<file path="config.mk">
export PLATFORM = sky130hd
export DESIGN_NAME = board_io_ctrl
export DESIGN_NICKNAME = d
export VERILOG_FILES = /design/src/rtl/board_io_ctrl.sv
export SDC_FILE = /design/constraint.sdc
export NUM_CORES = 1
export LEC_CHECK = 0
export ABC_AREA = 0
export CELL_PAD_IN_SITES_DETAIL_PLACEMENT = 0
export CELL_PAD_IN_SITES_GLOBAL_PLACEMENT = 1
export CORE_UTILIZATION = 47
export DETAILED_ROUTE_END_ITERATION = 6
export GPL_TIMING_DRIVEN = 0
export PLACE_DENSITY_LB_ADDON = 0.1
export SYNTH_ARGS = -nofsm -noshare
export SYNTH_HDL_FRONTEND = slang
export SYNTH_SLANG_ARGS = --single-unit
</file>
<file path="constraint.sdc">
create_clock -name clk_i -period 2.35 [get_ports clk_i]
set_clock_uncertainty 0.1 [all_clocks]
set_input_delay 0.3525 -clock clk_i [delete_from_list [all_inputs] [get_ports clk_i]]
set_output_delay 0.3525 -clock clk_i [all_outputs]
set_load 0.005 [all_outputs]
</file>
<file path="src/rtl/board_io_ctrl.sv">
// board_io_ctrl: per-channel synchroniser, debouncer, edge detector and
// sticky interrupt-pending logic for raw board inputs (switches, buttons).
// Optional feature: define BOARD_IO_EVCNT_EN to add a saturating 16-bit
// counter of enabled interrupt events (cnt_clr_i / evcnt_o).
module board_io_ctrl #(
  parameter int NUM_CH      = 16,
  parameter int SYNC_STAGES = 2,
  parameter int DB_CYCLES   = 80000,
  parameter int IRQ_RISE    = 1,
  parameter int IRQ_FALL    = 0
) (
  input  logic              clk_i,
  input  logic              arst_n_i,
  input  logic [NUM_CH-1:0] in_i,
  input  logic [NUM_CH-1:0] en_i,
  input  logic [NUM_CH-1:0] clr_i,
`ifdef BOARD_IO_EVCNT_EN
  input  logic              cnt_clr_i,
  output logic [15:0]       evcnt_o,
`endif
  output logic [NUM_CH-1:0] level_o,
  output logic [NUM_CH-1:0] edge_o,
  output logic [NUM_CH-1:0] pend_o,
  output logic              irq_o
);

  // Counter is wide enough to hold DB_CYCLES; it fires one step before
  // it would reach DB_CYCLES, so it never actually stores that value.
  localparam int                CNT_W    = $clog2(DB_CYCLES + 1);
  localparam logic [CNT_W-1:0]  CNT_LAST = CNT_W'(DB_CYCLES - 1);

  logic [NUM_CH-1:0] r_sync [SYNC_STAGES];
  logic [CNT_W-1:0]  r_cnt  [NUM_CH];
  logic [NUM_CH-1:0] r_level;
  logic [NUM_CH-1:0] r_edge;
  logic [NUM_CH-1:0] r_pend;
  logic              r_irq;

  logic [NUM_CH-1:0] w_sync;
  logic [NUM_CH-1:0] w_fire;
  logic [NUM_CH-1:0] w_set;

  assign w_sync = r_sync[SYNC_STAGES-1];

  // Synchroniser chain: only the last stage feeds the debouncer.
  always_ff @(posedge clk_i or negedge arst_n_i) begin
    if (!arst_n_i) begin
      for (int s = 0; s < SYNC_STAGES; s++) r_sync[s] <= '0;
    end else begin
      r_sync[0] <= in_i;
      for (int s = 1; s < SYNC_STAGES; s++) r_sync[s] <= r_sync[s-1];
    end
  end

  // Decide per channel whether the debounced level flips this clock, and
  // whether that flip's direction qualifies for setting pending.
  always_comb begin
    w_fire = '0;
    w_set  = '0;
    for (int i = 0; i < NUM_CH; i++) begin
      w_fire[i] = (w_sync[i] != r_level[i]) && (r_cnt[i] == CNT_LAST);
      w_set[i]  = w_fire[i] &&
                  (((IRQ_RISE != 0) &&  w_sync[i]) ||
                   ((IRQ_FALL != 0) && !w_sync[i]));
    end
  end

  // Stability counters: run while sync disagrees with level, clear otherwise
  // and on the clock the new level is accepted.
  always_ff @(posedge clk_i or negedge arst_n_i) begin
    if (!arst_n_i) begin
      for (int i = 0; i < NUM_CH; i++) r_cnt[i] <= '0;
    end else begin
      for (int i = 0; i < NUM_CH; i++) begin
        if ((w_sync[i] == r_level[i]) || w_fire[i]) r_cnt[i] <= '0;
        else                                        r_cnt[i] <= r_cnt[i] + CNT_W'(1);
      end
    end
  end

  // Debounced level, one-clock edge pulse, sticky pending (set wins over
  // clear) and the registered interrupt request.
  always_ff @(posedge clk_i or negedge arst_n_i) begin
    if (!arst_n_i) begin
      r_level <= '0;
      r_edge  <= '0;
      r_pend  <= '0;
      r_irq   <= 1'b0;
    end else begin
      r_level <= r_level ^ w_fire;
      r_edge  <= w_fire;
      r_pend  <= (r_pend & ~clr_i) | w_set;
      r_irq   <= |(r_pend & en_i);
    end
  end

  assign level_o = r_level;
  assign edge_o  = r_edge;
  assign pend_o  = r_pend;
  assign irq_o   = r_irq;

`ifdef BOARD_IO_EVCNT_EN
  logic [15:0] r_evcnt;
  logic        w_evt;

  // One count per clock in which any enabled channel takes a qualifying edge.
  assign w_evt = |(w_set & en_i);

  // Saturating event counter; clear has priority over increment.
  always_ff @(posedge clk_i or negedge arst_n_i) begin
    if (!arst_n_i) begin
      r_evcnt <= '0;
    end else if (cnt_clr_i) begin
      r_evcnt <= '0;
    end else if (w_evt && (r_evcnt != 16'hFFFF)) begin
      r_evcnt <= r_evcnt + 16'd1;
    end
  end

  assign evcnt_o = r_evcnt;
`endif

endmodule

</file>
* Yosys cells after proc, flatten, opt, wreduce, memory -nomap -nowiden *
Index checks and enable logic that the tools add are counted.

cells by class
  reductions and logical operators = 49
  bitwise operators = 5
  mux-type cells = 16
  equal/unequal tests = 48
  add/sub/neg operators = 16

operator list
  operator               number
  $add 17x1->17 const B  16
  $eq 17x17->1 const B   16
  $mux 17                16
  $and 16x16->16         2
  $logic_and 1x1->1      32
  $eq 1x1->1             16
  $logic_or 1x1->1       16
  $ne 1x1->1             16
  $not 16->16            1
  $or 16x16->16          1
  $reduce_or 16->1       1
  $xor 16x16->16         1

storage, ports and cells
  bits of input ports = 50
  logic and storage cells = 156
  register bits after elaboration = 353

* Logic depth before layout (Yosys ltp) *
Gate-level depths: netlist (run 1).

  depth in word-level cells = 4
  mapped depth = 7

* Worst setup path after synthesis (run 1) *
Ideal clock, no wire load.

  path type = flip-flop to flip-flop
  start point = register r_cnt[0] (netlist name)
  end point = register r_cnt[10] (netlist name)
  stages on the path, launching flop included = 7
  library setup time = 0.121 ns
  arrival time = 1.687 ns
  required time = 2.129 ns
  buffers on the path = 1
  path slack = 0.442 ns
  cells stage by stage = dfrtp_1 -> ha_1 -> nand4_1 -> or3_1 -> o21ai_2 -> buf_2 -> nor2_1

between the ends
  word-level cells in the longest chain between the ends = 4
  elaborated cells on any way between the ends = 5
  classes of those cells = add/sub (1); eq/ne (1); mux (1); reduce/logical (2)

ends and longest elaborated chain
  item                                                                   line  text
  from (decl)                                                            33    logic [CNT_W-1:0] r_cnt [NUM_CH];
  from (signal, indexed assignment)                                      76    else r_cnt[i] <= r_cnt[i] + CNT_W'(1);
  parallel branches: the longest is 3 deep, another holds $add 17x1->17  -
  $mux 17 *                                                              75    if ((w_sync[i] == r_level[i]) || w_fire[i]) r_cnt[i] <= '0;

Mark *: on every way between the ends.

* Worst setup path in the final report (run 1) *
  start point = register r_cnt[102] (netlist name)
  end point = register r_cnt[115] (netlist name)

The elaborated chain is that of the path after synthesis.

==> results of run 1 <==
## cells in the mapped netlist, drive strengths merged, types with 4 or more instances
cell type / n
a31o: 4
nor4b: 13
mux2: 18
or3: 12
inv: 76
a21oi: 14
o32ai: 10
a41o: 8
nand2b: 6
a22o: 4
o21ai: 10
nor2: 307
a221oi: 4
nor3: 65
buf: 18
clkbuf: 12
nand3: 100
nand2: 51
o22ai: 6
nand4: 86
and3: 37
xnor2: 187
and4: 8
dfrtp: 353
xor2: 55
nor4: 69
ha: 16
## cell type report
class                      count  area [µm²]  share of cell area
timing repair buffer         102        1080              0.0569
sequential                   353        8830               0.466
tap                          448         561              0.0296
inverter                      76         285              0.0151
multi-input combinational   1108        6810               0.360
buffer                        28         128             0.00674
clock inverter                 8        65.1             0.00343
clock buffer                  60        1180              0.0622
## power by group
part	switching, mW	internal (mW)
Combinational	0.271	0.181
Sequential	0.0838	6.18
Clock	2.35	3.55
Total	2.70	9.91
## metrics by stage
stage / instances / setup slack, ns / hold WS (ns) / area, µm²
5_1_grt: 2183 / 0.00625 / 0.156 / 18900
2_1_floorplan: 1567 / 0.442 / -0.0431 / 16100
6_report: 2183 / 0.199 / 0.175 / 18900
4_1_cts: 2185 / 0.106 / 0.150 / 18900
3_5_place_dp: 2116 / 0.0710 / 0.221 / 17700
3_3_place_gp: 2113 / -14.76 / 0.233 / 17600
## kinds of logic (layout without fill, tap and decap cells)
kind of cell | Yosys count | in the layout | synth area share
AOI/OAI and AO/OA | 61 | 61 | 0.0277
xor gates and xnor gates | 242 | 242 | 0.132
adders and majority gates | 16 | 16 | 0.0125
buffers and inverters | 106 | 274 | 0.0260
DFF | 353 | 353 | 0.550
muxes | 19 | 19 | 0.0132
and+or+nand+nor | 770 | 770 | 0.238
## registers in the layout (all words and copies together) (netlist names), named ones only
register / cells
edge_o: 16
irq_o: 1
pend_o: 16
r_cnt: 272
r_sync: 16
w_sync: 16
## cell usage in the layout, fill, tap and decap left out, types with 51 or more instances in the layout
cell	netlist	routed
sky130_fd_sc_hd__clkdlybuf4s50_1	0	97
sky130_fd_sc_hd__dfrtp_1	353	353
sky130_fd_sc_hd__inv_1	76	76
sky130_fd_sc_hd__nand2_1	51	51
sky130_fd_sc_hd__nand3_1	97	97
sky130_fd_sc_hd__nand4_1	86	86
sky130_fd_sc_hd__nor2_1	307	307
sky130_fd_sc_hd__nor3_1	65	65
sky130_fd_sc_hd__nor4_1	69	69
sky130_fd_sc_hd__xnor2_1	187	187
sky130_fd_sc_hd__xor2_1	55	55
## worst max-delay path: cells and delay by family (launching register included)
| kind | cells | cell delay (ns) |
|---|---|---|
| AND/OR/NAND/NOR | 3 | 0.74 |
| buffers and inverters | 1 | 0.27 |
| adder cells (fa/ha/maj) | 1 | 0.22 |
| AO/OA/AOI/OAI | 1 | 0.31 |
| flip-flops | 1 | 0.39 |
## per-layer routing
| metal | wire length (µm) | vias to the layer above | global-route usage |
|---|---|---|---|
| met3 | 1070 | 46 | 0.0300 |
| met4 | 571 | 0 | 0.0498 |
| met5 | 0 | - | 0 |
| met1 | 15000 | 5542 | 0.256 |
| li1 | - | 5700 | - |
| met2 | 14200 | 147 | 0.296 |
## worst paths after layout
| check | slack (ns) | depth (start not counted) | to | from |
|---|---|---|---|---|
| setup / recovery | 0.20 | 6 | r_cnt[115] | r_cnt[102] |
| hold / removal | 0.18 | 1 | r_sync[19] | in_i[3] |
| setup reg to reg | 0.20 | 6 | r_cnt[115] | r_cnt[102] |
| hold reg to reg | 0.24 | 0 | w_sync[5] | r_sync[21] |
| max in group asynchronous | 0.47 | 4 | r_cnt[66] | arst_n_i |
| min in group asynchronous | 0.25 | 2 | r_cnt[90] | arst_n_i |
## timing repair
action,4_1_cts,5_1_grt
gates resized for setup,0,3
endpoints found under the setup margin,0,32
hold buffers,1,0
hold endpoints to repair,62,0
==> run_results.csv, run 1 <==
group,metric,value,unit
status,status,"finished, final reports clean",
yosys,netlist-cell-type-count,46,
yosys,post_synthesis_cell_area,16100,µm²
yosys,yosysWarnings,0,
timing,final-max-slew-violation-count,0,
floorplanning,die-height,187,µm
power_and_ir_drop,p_leak,7.70,nW
layout,nets_final,1776,
global_routing,grt_pass1_wl,54000,µm
critical_path,start_kind,"register",
yosys,number_of_flip_flops_and_latches_in_the_synthesized_netlist,353,
global_routing,grt_remaining_overflow,0,
yosys,async_reset_ff_frac,1.00,
clock_network,clkSinkCount,353,
min_path,worstHoldPathType,"in -> reg",
clock_network,ctsRootBufferMaster,"sky130_fd_sc_hd__clkbuf_16",
placed_design,global_placer_s_final_weighted_congestion,0.807,
floorplanning,placementRows,67,
clock_network,clk_transition_reported_paths,0.06,ns
yosys,postSynthNetCount,1633,
critical_path,start_to_end_type_of_the_worst_setup_path,"reg -> reg",
critical_path,crit_fanout,10,
global_routing,number_of_antenna_violations_at_the_first_check_in_global_routing,3,
power_and_ir_drop,powerDensity,666,nW/µm²
routing,drt_first_pass_iters,5,
clock_network,postCtsSetupBuffers,0,
critical_path,cp_max_stage_delay,0.45,ns
clock_network,cts_htree_levels,2,
clock_network,tritoncts,"done",
yosys,synth_top_area_frac,0.550,
yosys,syn_avg_cell_area,10.2,µm²
layout,post-route-util,0.565,
yosys,post_synth_main_area_contributors,"sky130_fd_sc_hd__dfrtp_1, sky130_fd_sc_hd__xnor2_1, sky130_fd_sc_hd__nor2_1",
timing,max_slew.worst_pin.slew,0.827,ns
clock_network,ctsLongestPathBuffers,3,
power_and_ir_drop,power,12.6,mW
timing,timing.final.crit_period,2.15,ns
timing,fmax_achieved,0.465,GHz
global_routing,number_of_global_route_vias_before_repair,11200,
layout,post_route_cells_drive_above_1_share,0.0634,
timing,slew_headroom,0.449,
global_routing,grt_start_max_net_pins,122,
yosys,synth_top_cell_by_area,"sky130_fd_sc_hd__dfrtp_1",
routing,wire_per_inst,14.2,µm
routing,drcViolationCount,0,
layout,insertedDiodeCount,0,
timing,hold_violations,0,
routing,antenna_violating_nets_post_route,0,
critical_path,critical_path_required,2.65,ns
yosys,synth-edff-count,0,
routing,viasPerCell,5.24,
critical_path,cp-end-kind,"register",
power_and_ir_drop,vdd_drop_max,0.489,mV
timing,setup_violations,0,
floorplanning,die-width,187,µm
layout,fillerInstances,2960,
clock_network,cts_inserted_buffers,41,
floorplanning,floorplan.die_area,34900,µm²
timing,period_share,0.915,
floorplanning,pin_count,99,
run,max_cap_viol_count,0,
timing,setup_total_negative_slack,0,ns
layout,syn2layout_area_growth,18.0,%
yosys,synth_top_flop_cell,"sky130_fd_sc_hd__dfrtp_1",
critical_path,crit_path_top_delay_cell,"sky130_fd_sc_hd__or3_1",
yosys,synth_seq_area_share,0.550,
placed_design,numPortBuffers,98,
floorplanning,floorplan.initialDensity,0.479,
clock_network,clkLatencyLatePin,0.52,ns
yosys,synth_cells,1567,
placed_design,place.detailed.hpwl,20700,µm
global_routing,grt.total_usage,0.183,
routing,wirelength,30900,µm
routing,vias,11400,
routing,drt_iter0_markers,540,
critical_path,crit_path_cell_trace,"ha_1 > nand3_1 > or3_1 > o21ai_2 > buf_2 > nor2_1",
floorplanning,core_area,33500,µm²
critical_path,critPathArrivalTime,2.45,ns
timing,unrepaired_setup_endpoints_after_global_routing,"no",
(Power assumes the default switching activity.)
==> run 2, diff against run 1 <==
Settings changed: CAP_MARGIN set to 20.
==> results of run 2 <==
Final layout, timing and power as in run 1 (identical DEF).
==> run 3, diff against run 2 <==
Settings changed: SKIP_CTS_REPAIR_TIMING set to 1.
==> run_results.csv, run 3 (synthesis results as in run 1) <==
group,metric,value,unit
global_routing,grt_remaining_overflow,0,
layout,layoutNonFillerInstCount,2184,
global_routing,number_of_global_route_vias_before_repair,11200,
layout,post_route_cells_drive_above_1_share,0.0634,
power_and_ir_drop,power.net_switching,2.70,mW
global_routing,number_of_antenna_violations_at_the_first_check_in_global_routing,3,
timing,unrepaired_setup_endpoints_after_global_routing,"no",
routing,wirelength,30900,µm
clock_network,ctsRootBufferMaster,"sky130_fd_sc_hd__clkbuf_16",
routing,drt_iter0_markers,511,
timing,slew_headroom,0.464,
placed_design,placedCellCount,2116,
layout,max_flop_register,"r_cnt",
power_and_ir_drop,power.sequential.fraction,0.496,
placed_design,dpl-instance-area,17700,µm²
placed_design,global_placer_s_final_weighted_congestion,0.807,
status,status,"finished, final reports clean",
critical_path,critPathArrivalTime,2.45,ns
min_path,worstHoldPathType,"in -> reg",
floorplanning,pin_count,99,
critical_path,crit_path_cell_trace,"ha_1 > nand3_1 > or3_1 > o21ai_2 > buf_2 > nor2_1",
timing,final_setup_slack_of_the_worst_path,0.198,ns
layout,post-route-util,0.565,
power_and_ir_drop,switching_share,0.214,
power_and_ir_drop,p_leak,7.70,nW
critical_path,crit_fanout,10,
placed_design,pre_cts_ws,0.0710,ns
clock_network,clk_transition_reported_paths,0.06,ns
placed_design,numPortBuffers,98,
critical_path,cp-end-kind,"register",
clock_network,ctsLongestPathBuffers,3,
floorplanning,floorplan.die_area,34900,µm²
floorplanning,floorplan.initialDensity,0.479,
clock_network,cts_htree_levels,2,
routing,wire_per_inst,14.2,µm
global_routing,grt.total_usage,0.183,
timing,setup_violations,0,
routing,antenna_violating_nets_post_route,0,
critical_path,critical_path_required,2.65,ns
timing,hold_violations,0,
routing,drcViolationCount,0,
floorplanning,die-height,187,µm
timing,period_share,0.916,
routing,viasPerCell,5.23,
floorplanning,die-width,187,µm
layout,nets_final,1776,
clock_network,clkSinkCount,353,
clock_network,cts_inserted_buffers,41,
timing,timing.final.crit_period,2.15,ns
power_and_ir_drop,comb_power_share,0.036,
run,max_cap_viol_count,0,
critical_path,crit_path_top_delay_cell,"sky130_fd_sc_hd__or3_1",
power_and_ir_drop,p_int,9.91,mW
layout,syn2layout_area_growth,18.0,%
critical_path,start_kind,"register",
clock_network,clkLatencyLatePin,0.52,ns
power_and_ir_drop,vdd_drop_max,0.489,mV
floorplanning,placementRows,67,
floorplanning,core_area,33500,µm²
layout,final_area,18900,µm²
timing,final-max-slew-violation-count,0,
timing,fmax_achieved,0.465,GHz
placed_design,place.detailed.hpwl,20700,µm
layout,largest_register_ffs,272,
layout,multi_input_comb_area,6810,µm²
timing,max_slew.worst_pin.slew,0.804,ns
layout,fillerInstances,2959,
layout,mostFrequentLayoutCells,"sky130_fd_sc_hd__dfrtp_1, sky130_fd_sc_hd__nor2_1, sky130_fd_sc_hd__xnor2_1",
layout,seq_area,8830,µm²
global_routing,grt_start_max_net_pins,122,
power_and_ir_drop,clock_power_share,0.468,
global_routing,grt_pass1_wl,54000,µm
power_and_ir_drop,power,12.6,mW
routing,drt_first_pass_iters,5,
power_and_ir_drop,powerDensity,666,nW/µm²
layout,most_frequent_standard_cell_in_the_layout_excluding_fill_and_tap_cells,"sky130_fd_sc_hd__dfrtp_1",
critical_path,cp_max_stage_delay,0.45,ns
routing,vias,11400,
critical_path,start_to_end_type_of_the_worst_setup_path,"reg -> reg",
clock_network,tritoncts,"done",
run 3: changes by cell type in the layout (fill, tap and decap cells not counted), sizes merged:
cell / change
diode: +1
run 3: power groups by stage:
stage | Sequential (mW) | Combinational, mW | Clock (mW)
after floorplan | 6.35 | 0.190 | 0
final | 6.26 | 0.452 | 5.90
after detailed placement | 6.37 | 0.468 | 0
after global routing | 6.27 | 0.526 | 6.35
after global placement | 6.38 | 0.444 | 0
after CTS | 6.26 | 0.470 | 6.10
run 3: worst max-delay path: cells and delay by family (launching register included):
kind	cells	cell delay (ns)
and+or+nand+nor	3	0.74
DFF	1	0.39
AOI/OAI and AO/OA	1	0.31
buffers and inverters	1	0.28
adders and majority gates	1	0.22
run 3: layout make-up:
cell class / count / share of cell area
tap: 448 / 0.0296
multi-input combinational: 1108 / 0.360
clock buffer: 60 / 0.0621
buffer: 28 / 0.00674
clock inverter: 8 / 0.00343
sequential: 353 / 0.466
antenna: 1 / 0.000132
inverter: 76 / 0.0151
timing repair buffer: 102 / 0.0569
run 3: worst paths after layout:
check                      startpoint         end  slack (ns)  cells past startpoint
max                        r_cnt[102]  r_cnt[115]        0.20                      6
max reg2reg                r_cnt[102]  r_cnt[115]        0.20                      6
max in group asynchronous    arst_n_i   r_cnt[66]        0.47                      4
min in group asynchronous    arst_n_i   r_cnt[90]        0.25                      2
min reg2reg                r_sync[21]   w_sync[5]        0.24                      0
min                           in_i[3]  r_sync[19]        0.18                      1
run 3: metal layers:
layer  wire length [µm]  vias to the layer above  track usage
li1                   -                     5700            -
met1              15100                     5527        0.256
met2              14200                      143        0.296
met3               1070                       46       0.0300
met4                571                        0       0.0498
met5                  0                        -            0
run 3: per-stage QoR:
step            TNS, ns  hold WS [ns]
6_report              0         0.176
5_1_grt               0         0.156
4_1_cts               0        -0.333
3_5_place_dp          0         0.221
3_3_place_gp   -5190.17         0.233
2_1_floorplan         0       -0.0431
